==> config.mk <==
export PLATFORM = sky130hd
export DESIGN_NAME = sar_frontend_emu_flat
export DESIGN_NICKNAME = d
export VERILOG_FILES = /design/src/rtl/sar_frontend_emu_pkg.sv /design/src/rtl/sar_frontend_emu_if.sv /design/src/rtl/sar_frontend_emu_noise_lfsr.sv /design/src/rtl/sar_frontend_emu.sv /design/src/flat_wrapper.sv
export SDC_FILE = /design/constraint.sdc
export NUM_CORES = 1
export LEC_CHECK = 0
export BUFFER_PORTS_ARGS = -buffer_cell sky130_fd_sc_hd__buf_2
export CORE_MARGIN = 3
export CORE_UTILIZATION = 45
export CTS_BUF_LIST = sky130_fd_sc_hd__clkbuf_4 sky130_fd_sc_hd__clkbuf_8
export DETAILED_ROUTE_END_ITERATION = 7
export PLACE_DENSITY = 0.75
export RECOVER_POWER = 25
export SYNTH_ARGS = -nofsm -noshare
export SYNTH_HDL_FRONTEND = slang
export SYNTH_SLANG_ARGS = --single-unit
==> constraint.sdc <==
create_clock -name clk -period 4.5 [get_ports clk]
set_input_delay 0.9 -clock clk [delete_from_list [all_inputs] [get_ports clk]]
set_output_delay 0.9 -clock clk [all_outputs]
set_load 0.02 [all_outputs]
==> src/rtl/sar_frontend_emu_pkg.sv <==
// rtl/sar_frontend_emu_pkg.sv - shared constants and helpers for the SAR front-end emulator
package sar_frontend_emu_pkg;

  localparam int N_BITS_DEFAULT = 8;

  localparam int ERR_NO_SAMPLE = 0;
  localparam int ERR_OVERLAP   = 1;
  localparam int ERR_OVERRUN   = 2;

  // Feedback taps for x^16+x^14+x^13+x^11+1, bit 15 = x^16 term
  localparam logic [15:0] LFSR_TAPS = 16'hB400;

  function automatic int sat_code(input int v, input int max_code);
    if (v < 0) return 0;
    if (v > max_code) return max_code;
    return v;
  endfunction

  function automatic int dither_val(input logic [1:0] b);
    if (b == 2'b00) return -1;
    if (b == 2'b11) return 1;
    return 0;
  endfunction

endpackage

==> src/rtl/sar_frontend_emu_if.sv <==
// rtl/sar_frontend_emu_if.sv - controller <-> analog front-end signal bundle
import sar_frontend_emu_pkg::*;

interface sar_frontend_emu_if #(parameter int N_BITS = N_BITS_DEFAULT);
  logic [N_BITS-1:0] vin;
  logic              s_clk;
  logic              cmp_clk;
  logic [N_BITS-1:0] trial;
  logic              err_clr;
  logic              cmp_out;
  logic [N_BITS-1:0] held;
  logic              held_vld;
  logic              conv_done;
  logic [3:0]        cmp_cnt;
  logic [2:0]        err;

  modport master (
    output vin, s_clk, cmp_clk, trial, err_clr,
    input  cmp_out, held, held_vld, conv_done, cmp_cnt, err
  );

  modport slave (
    input  vin, s_clk, cmp_clk, trial, err_clr,
    output cmp_out, held, held_vld, conv_done, cmp_cnt, err
  );
endinterface

==> src/rtl/sar_frontend_emu_noise_lfsr.sv <==
// rtl/sar_frontend_emu_noise_lfsr.sv - 16-bit Fibonacci LFSR giving a 2-bit dither selector
import sar_frontend_emu_pkg::*;

module sar_noise_lfsr #(
  parameter logic [15:0] SEED = 16'hACE1
) (
  input  logic       clk,
  input  logic       rst,
  input  logic       en_i,
  output logic [1:0] dither_o
);

  logic [15:0] lfsr_q, lfsr_d;

  always_comb begin
    lfsr_d = lfsr_q;
    if (en_i) lfsr_d = {lfsr_q[14:0], ^(lfsr_q & LFSR_TAPS)};
  end

  always_ff @(posedge clk) begin
    if (rst) lfsr_q <= SEED;
    else     lfsr_q <= lfsr_d;
  end

  assign dither_o = lfsr_q[1:0];

endmodule

==> src/rtl/sar_frontend_emu.sv <==
// rtl/sar_frontend_emu.sv - cycle-level S/H + CDAC + comparator responder for the SAR controller
import sar_frontend_emu_pkg::*;

module sar_frontend_emu #(
  parameter int          N_BITS    = N_BITS_DEFAULT,
  parameter int          OFFSET    = 0,
  parameter int          NOISE_EN  = 0,
  parameter logic [15:0] LFSR_SEED = 16'hACE1
) (
  input logic               clk,
  input logic               rst,
  sar_frontend_emu_if.slave bus
);

  localparam int MAX_CODE = (1 << N_BITS) - 1;

  logic [N_BITS-1:0] held_q, held_d;
  logic              held_vld_q, held_vld_d;
  logic              cmp_q, cmp_d;
  logic              cmp_dly_q;
  logic [3:0]        cnt_q, cnt_d;
  logic              done_q, done_d;
  logic [2:0]        err_q, err_d;

  logic [1:0] dither;
  logic       ge, cmp_rise, cmp_count;
  logic [2:0] err_new;
  int         sample_val;

  sar_noise_lfsr #(.SEED(LFSR_SEED)) u_lfsr (
    .clk      (clk),
    .rst      (rst),
    .en_i     ((NOISE_EN != 0) && bus.s_clk),
    .dither_o (dither)
  );

  always_comb begin
    ge         = held_q >= bus.trial;
    cmp_rise   = bus.cmp_clk & ~cmp_dly_q;
    // A compare overlapping a sample is flagged but never counted
    cmp_count  = cmp_rise & ~bus.s_clk;
    err_new                = '0;
    err_new[ERR_NO_SAMPLE] = cmp_count & ~held_vld_q;
    err_new[ERR_OVERLAP]   = bus.s_clk & bus.cmp_clk;
    err_new[ERR_OVERRUN]   = cmp_count && (cnt_q == 4'(N_BITS));
    sample_val = int'(bus.vin) + OFFSET + ((NOISE_EN != 0) ? dither_val(dither) : 0);

    held_d     = held_q;
    held_vld_d = held_vld_q;
    cnt_d      = cnt_q;
    done_d     = 1'b0;
    cmp_d      = bus.cmp_clk ? ge : cmp_q;

    if (bus.s_clk) begin
      held_d     = N_BITS'(sat_code(sample_val, MAX_CODE));
      held_vld_d = 1'b1;
      cnt_d      = '0;
    end else if (cmp_count) begin
      cnt_d  = (cnt_q == 4'hF) ? cnt_q : cnt_q + 4'd1;
      done_d = (cnt_d == 4'(N_BITS));
    end

    err_d = bus.err_clr ? err_new : (err_q | err_new);
  end

  always_ff @(posedge clk) begin
    if (rst) begin
      held_q     <= '0;
      held_vld_q <= 1'b0;
      cmp_q      <= 1'b0;
      cmp_dly_q  <= 1'b0;
      cnt_q      <= '0;
      done_q     <= 1'b0;
      err_q      <= '0;
    end else begin
      held_q     <= held_d;
      held_vld_q <= held_vld_d;
      cmp_q      <= cmp_d;
      cmp_dly_q  <= bus.cmp_clk;
      cnt_q      <= cnt_d;
      done_q     <= done_d;
      err_q      <= err_d;
    end
  end

  // Zero-latency comparator while evaluating, latched result otherwise
  assign bus.cmp_out   = bus.cmp_clk ? ge : cmp_q;
  assign bus.held      = held_q;
  assign bus.held_vld  = held_vld_q;
  assign bus.conv_done = done_q;
  assign bus.cmp_cnt   = cnt_q;
  assign bus.err       = err_q;

endmodule

==> src/flat_wrapper.sv <==
// flat-port wrapper written by rule: the top's interface ports become plain ports
module sar_frontend_emu_flat 
#(
  parameter int          N_BITS    = N_BITS_DEFAULT,
  parameter int          OFFSET    = 0,
  parameter int          NOISE_EN  = 0,
  parameter logic [15:0] LFSR_SEED = 16'hACE1
)
  (clk, rst, bus_vin, bus_s_clk, bus_cmp_clk, bus_trial, bus_err_clr, bus_cmp_out, bus_held, bus_held_vld, bus_conv_done, bus_cmp_cnt, bus_err);
  sar_frontend_emu_if #(.N_BITS(N_BITS)) bus_i ();
  input logic clk;
  input logic rst;
  input wire logic [$bits(bus_i.vin)-1:0] bus_vin;
  input wire logic [$bits(bus_i.s_clk)-1:0] bus_s_clk;
  input wire logic [$bits(bus_i.cmp_clk)-1:0] bus_cmp_clk;
  input wire logic [$bits(bus_i.trial)-1:0] bus_trial;
  input wire logic [$bits(bus_i.err_clr)-1:0] bus_err_clr;
  output wire logic [$bits(bus_i.cmp_out)-1:0] bus_cmp_out;
  output wire logic [$bits(bus_i.held)-1:0] bus_held;
  output wire logic [$bits(bus_i.held_vld)-1:0] bus_held_vld;
  output wire logic [$bits(bus_i.conv_done)-1:0] bus_conv_done;
  output wire logic [$bits(bus_i.cmp_cnt)-1:0] bus_cmp_cnt;
  output wire logic [$bits(bus_i.err)-1:0] bus_err;
  assign bus_i.vin = bus_vin;
  assign bus_i.s_clk = bus_s_clk;
  assign bus_i.cmp_clk = bus_cmp_clk;
  assign bus_i.trial = bus_trial;
  assign bus_i.err_clr = bus_err_clr;
  assign bus_cmp_out = bus_i.cmp_out;
  assign bus_held = bus_i.held;
  assign bus_held_vld = bus_i.held_vld;
  assign bus_conv_done = bus_i.conv_done;
  assign bus_cmp_cnt = bus_i.cmp_cnt;
  assign bus_err = bus_i.err;
  sar_frontend_emu #(.N_BITS(N_BITS), .OFFSET(OFFSET), .NOISE_EN(NOISE_EN), .LFSR_SEED(LFSR_SEED)) u_core (.clk(clk), .rst(rst), .bus(bus_i));
endmodule
==> results_dict.tcl <==
set metrics [dict create \
    status "finished clean" \
    routed_via_density 5.06 \
    nFillCells 188 \
    die_w_um 52.3 \
    crit_path_max_fanout 3 \
    critical_path_class "input port to primary output" \
    power_density_nw_per_um2 271 \
    post_route_cells_drive_above_1_share_pct 30.6 \
    track_usage_pct 15.2 \
    cpMostUsedCell "buf_2" \
    end_kind "primary output" \
    slowest_delay_ns 0.42 \
    fin_setup_tns_ns 0 \
    post_cts_resized 0 \
    cts-htree-levels 1 \
    clock_latency_ns 0.29 \
    worst_slack_ns 1.36 \
    route.vias.total 865 \
    max_slew_margin_pct 54.6 \
    worst_slew_pin_slew_ns 0.681 \
    synth_cell_types 31 \
    yosysTopAreaCell "dfxtp_1" \
    ys_seq_elements 19 \
    utilization_pct 60.3 \
    dpl.hpwl_um 1480 \
    grt_pass1_wl_um 3100 \
    clock-sinks 19 \
    die_h_um 52.3 \
    synth_top_area_share_pct 39.4 \
    r2r_start "u_core.bus.held[6]" \
    leakagePower_nw 0.645 \
    cp-startpoint "bus_trial[6]" \
    num_io_pins 39 \
    clk_pin_slew_ns 0.11 \
    dr.pass1.iters 4 \
    antenna_cells 0 \
    numCtsBuffers 3 \
    fp.coreArea_um2 2000 \
    dieArea_um2 2740 \
    pre_cts_slack_ns 1.39 \
    wl_um 1900 \
    vdd_drop_max_v 0.000157 \
    final_nets 176 \
    crit_slowest_cell "a2111oi_2" \
    cp-start-kind "input port" \
    initial_core_util_pct 48.2 \
    area_growth_syn_to_layout_pct 25.0 \
    hold_violations 0 \
    fmax_mhz 318 \
    ys_top_cells_by_area "dfxtp_1, ha_1, mux2i_1, nor2_1, inv_1" \
    syn_nets 135 \
    rows 16 \
    grt_max_degree 17 \
    min_from "u_core.bus.err[1]" \
    antenna_found_initial 0 \
    post_cts_buffers 0 \
    design_area_um2 1210 \
    clock_skew_ns 0.00205 \
    cp.arrival_ns 2.24 \
    ys_seq_area_share_pct 39.4 \
    path_cells "buf_2 -> inv_1 -> ha_1 -> a21o_1 -> a2111oi_2 -> o22ai_1 -> buf_2" \
    holdBufCountCts 0 \
    syn_inst 104 \
    required_ns 3.60 \
    place_area_um2 1180 \
    ant_nets 0 \
    rsz0062_at_grt "false" \
    drv_cap 0 \
    portBuffers 38 \
    period_share_pct 69.8 \
    routedWlPerCell_um 11.1 \
    cts-root-buf "clkbuf_4" \
    place_congestion 0.796 \
    netlist_area_um2 966 \
    hold_path.class "flip-flop to flip-flop" \
    syn_avg_cell_area_um2 9.29 \
    cts_tree "done" \
    setup_viol 0 \
    overflow 0 \
    finalCriticalPeriod_ns 3.14 \
    drv_slew 0 \
    ys_warn_count 0 \
    drtIter0Drc 16 \
    grt_pass1_vias 744 \
    drc 0 \
    clock_path_buffers 2 \
]
routing by layer:
metal	global-route usage [%]	share of wire (%)	up-vias	routed length [um]
met1	19.8	47	389	884
li1	-	-	443	-
met5	0	0	-	0
met4	7.66	0.68	0	13
met2	23.6	46	31	867
met3	2.85	7.1	2	135
cell families after synthesis:
group                      Yosys count  synth area share (%)
adders and majority gates           10                  13.0
buffers and inverters               13                  5.18
and+or+nand+nor                     35                  19.9
muxes                                8                  8.29
AOI/OAI and AO/OA                   19                  14.3
DFF                                 19                  39.4
cells in the mapped netlist:
cell type	number
dfxtp_1	19
nor2_1	14
inv_1	11
ha_1	10
a21oi_1	8
mux2i_1	8
nand2b_1	3
nor2b_1	3
a2111oi_2	2
and3_1	2
nor3_1	2
o21ai_0	2
or3_1	2
a21o_1	1
a311oi_1	1
and2b_1	1
and4_1	1
and4b_1	1
buf_2	1
clkbuf_1	1
nand2_1	1
nand3b_1	1
nor3b_1	1
nor4bb_1	1
o2111ai_1	1
o211a_1	1
o21a_1	1
o22ai_1	1
o32ai_1	1
or2_1	1
or2_2	1
critical path, delay by kind of cell:
kind,cells,cell delay (ns)
buf+inv,3,0.29
compound gates,3,0.75
fa+ha+maj,1,0.30
sequential cells by signal, summed over array words and instances, names as in the netlist:
signal / cells
u_core.cmp_dly_q: 1
u_core.bus.cmp_cnt: 4
u_core.bus.held: 8
u_core.cmp_q: 1
u_core.bus.conv_done: 1
u_core.bus.err: 3
u_core.bus.held_vld: 1
cell type report:
type	instances	area [um^2]	area share, %
Inverter	11	41.3	3.42
Clock buffer	3	22.5	1.87
Tap cell	27	33.8	2.80
Timing Repair Buffer	38	189	15.6
Multi-Input combinational cell	72	536	44.4
Sequential cell	19	380	31.5
Clock inverter	1	5.00	0.415
report_power, final:
part | internal (mW) | switching, mW
Sequential | 0.176 | 0.00499
Clock | 0.0330 | 0.0517
Combinational | 0.0279 | 0.0339
Total | 0.236 | 0.0907
metrics by stage:
stage	std cells	power, mW	hold WS (ns)
2_1_floorplan	104	0.224	0.536
3_3_place_gp	167	0.245	0.453
3_5_place_dp	167	0.247	0.461
4_1_cts	171	0.331	0.479
5_1_grt	171	0.348	0.497
6_report	171	0.327	0.476
path summary, 6_finish.rpt:
path / endpoint / slack, ns / cells past startpoint
worst min register to register: u_core.bus.err[1] / 0.48 / 2
worst max register to register: u_core.cmp_q / 2.96 / 4
worst max-delay path: bus_cmp_out / 1.36 / 7
worst min-delay path: u_core.bus.err[1] / 0.48 / 2
placed cells by master (no fill, tap or decap), types with 2 or more instances in the layout:
master / n
or3_1: 2
buf_2: 37
clkbuf_4: 3
dfxtp_1: 19
o21ai_0: 2
nor2b_1: 3
ha_1: 10
a2111oi_2: 2
a21oi_1: 8
nor3_1: 2
nand2b_1: 3
inv_1: 11
nor2_1: 14
mux2i_1: 8
and3_1: 2
No activity file was read; power rests on OpenSTA's default activity.
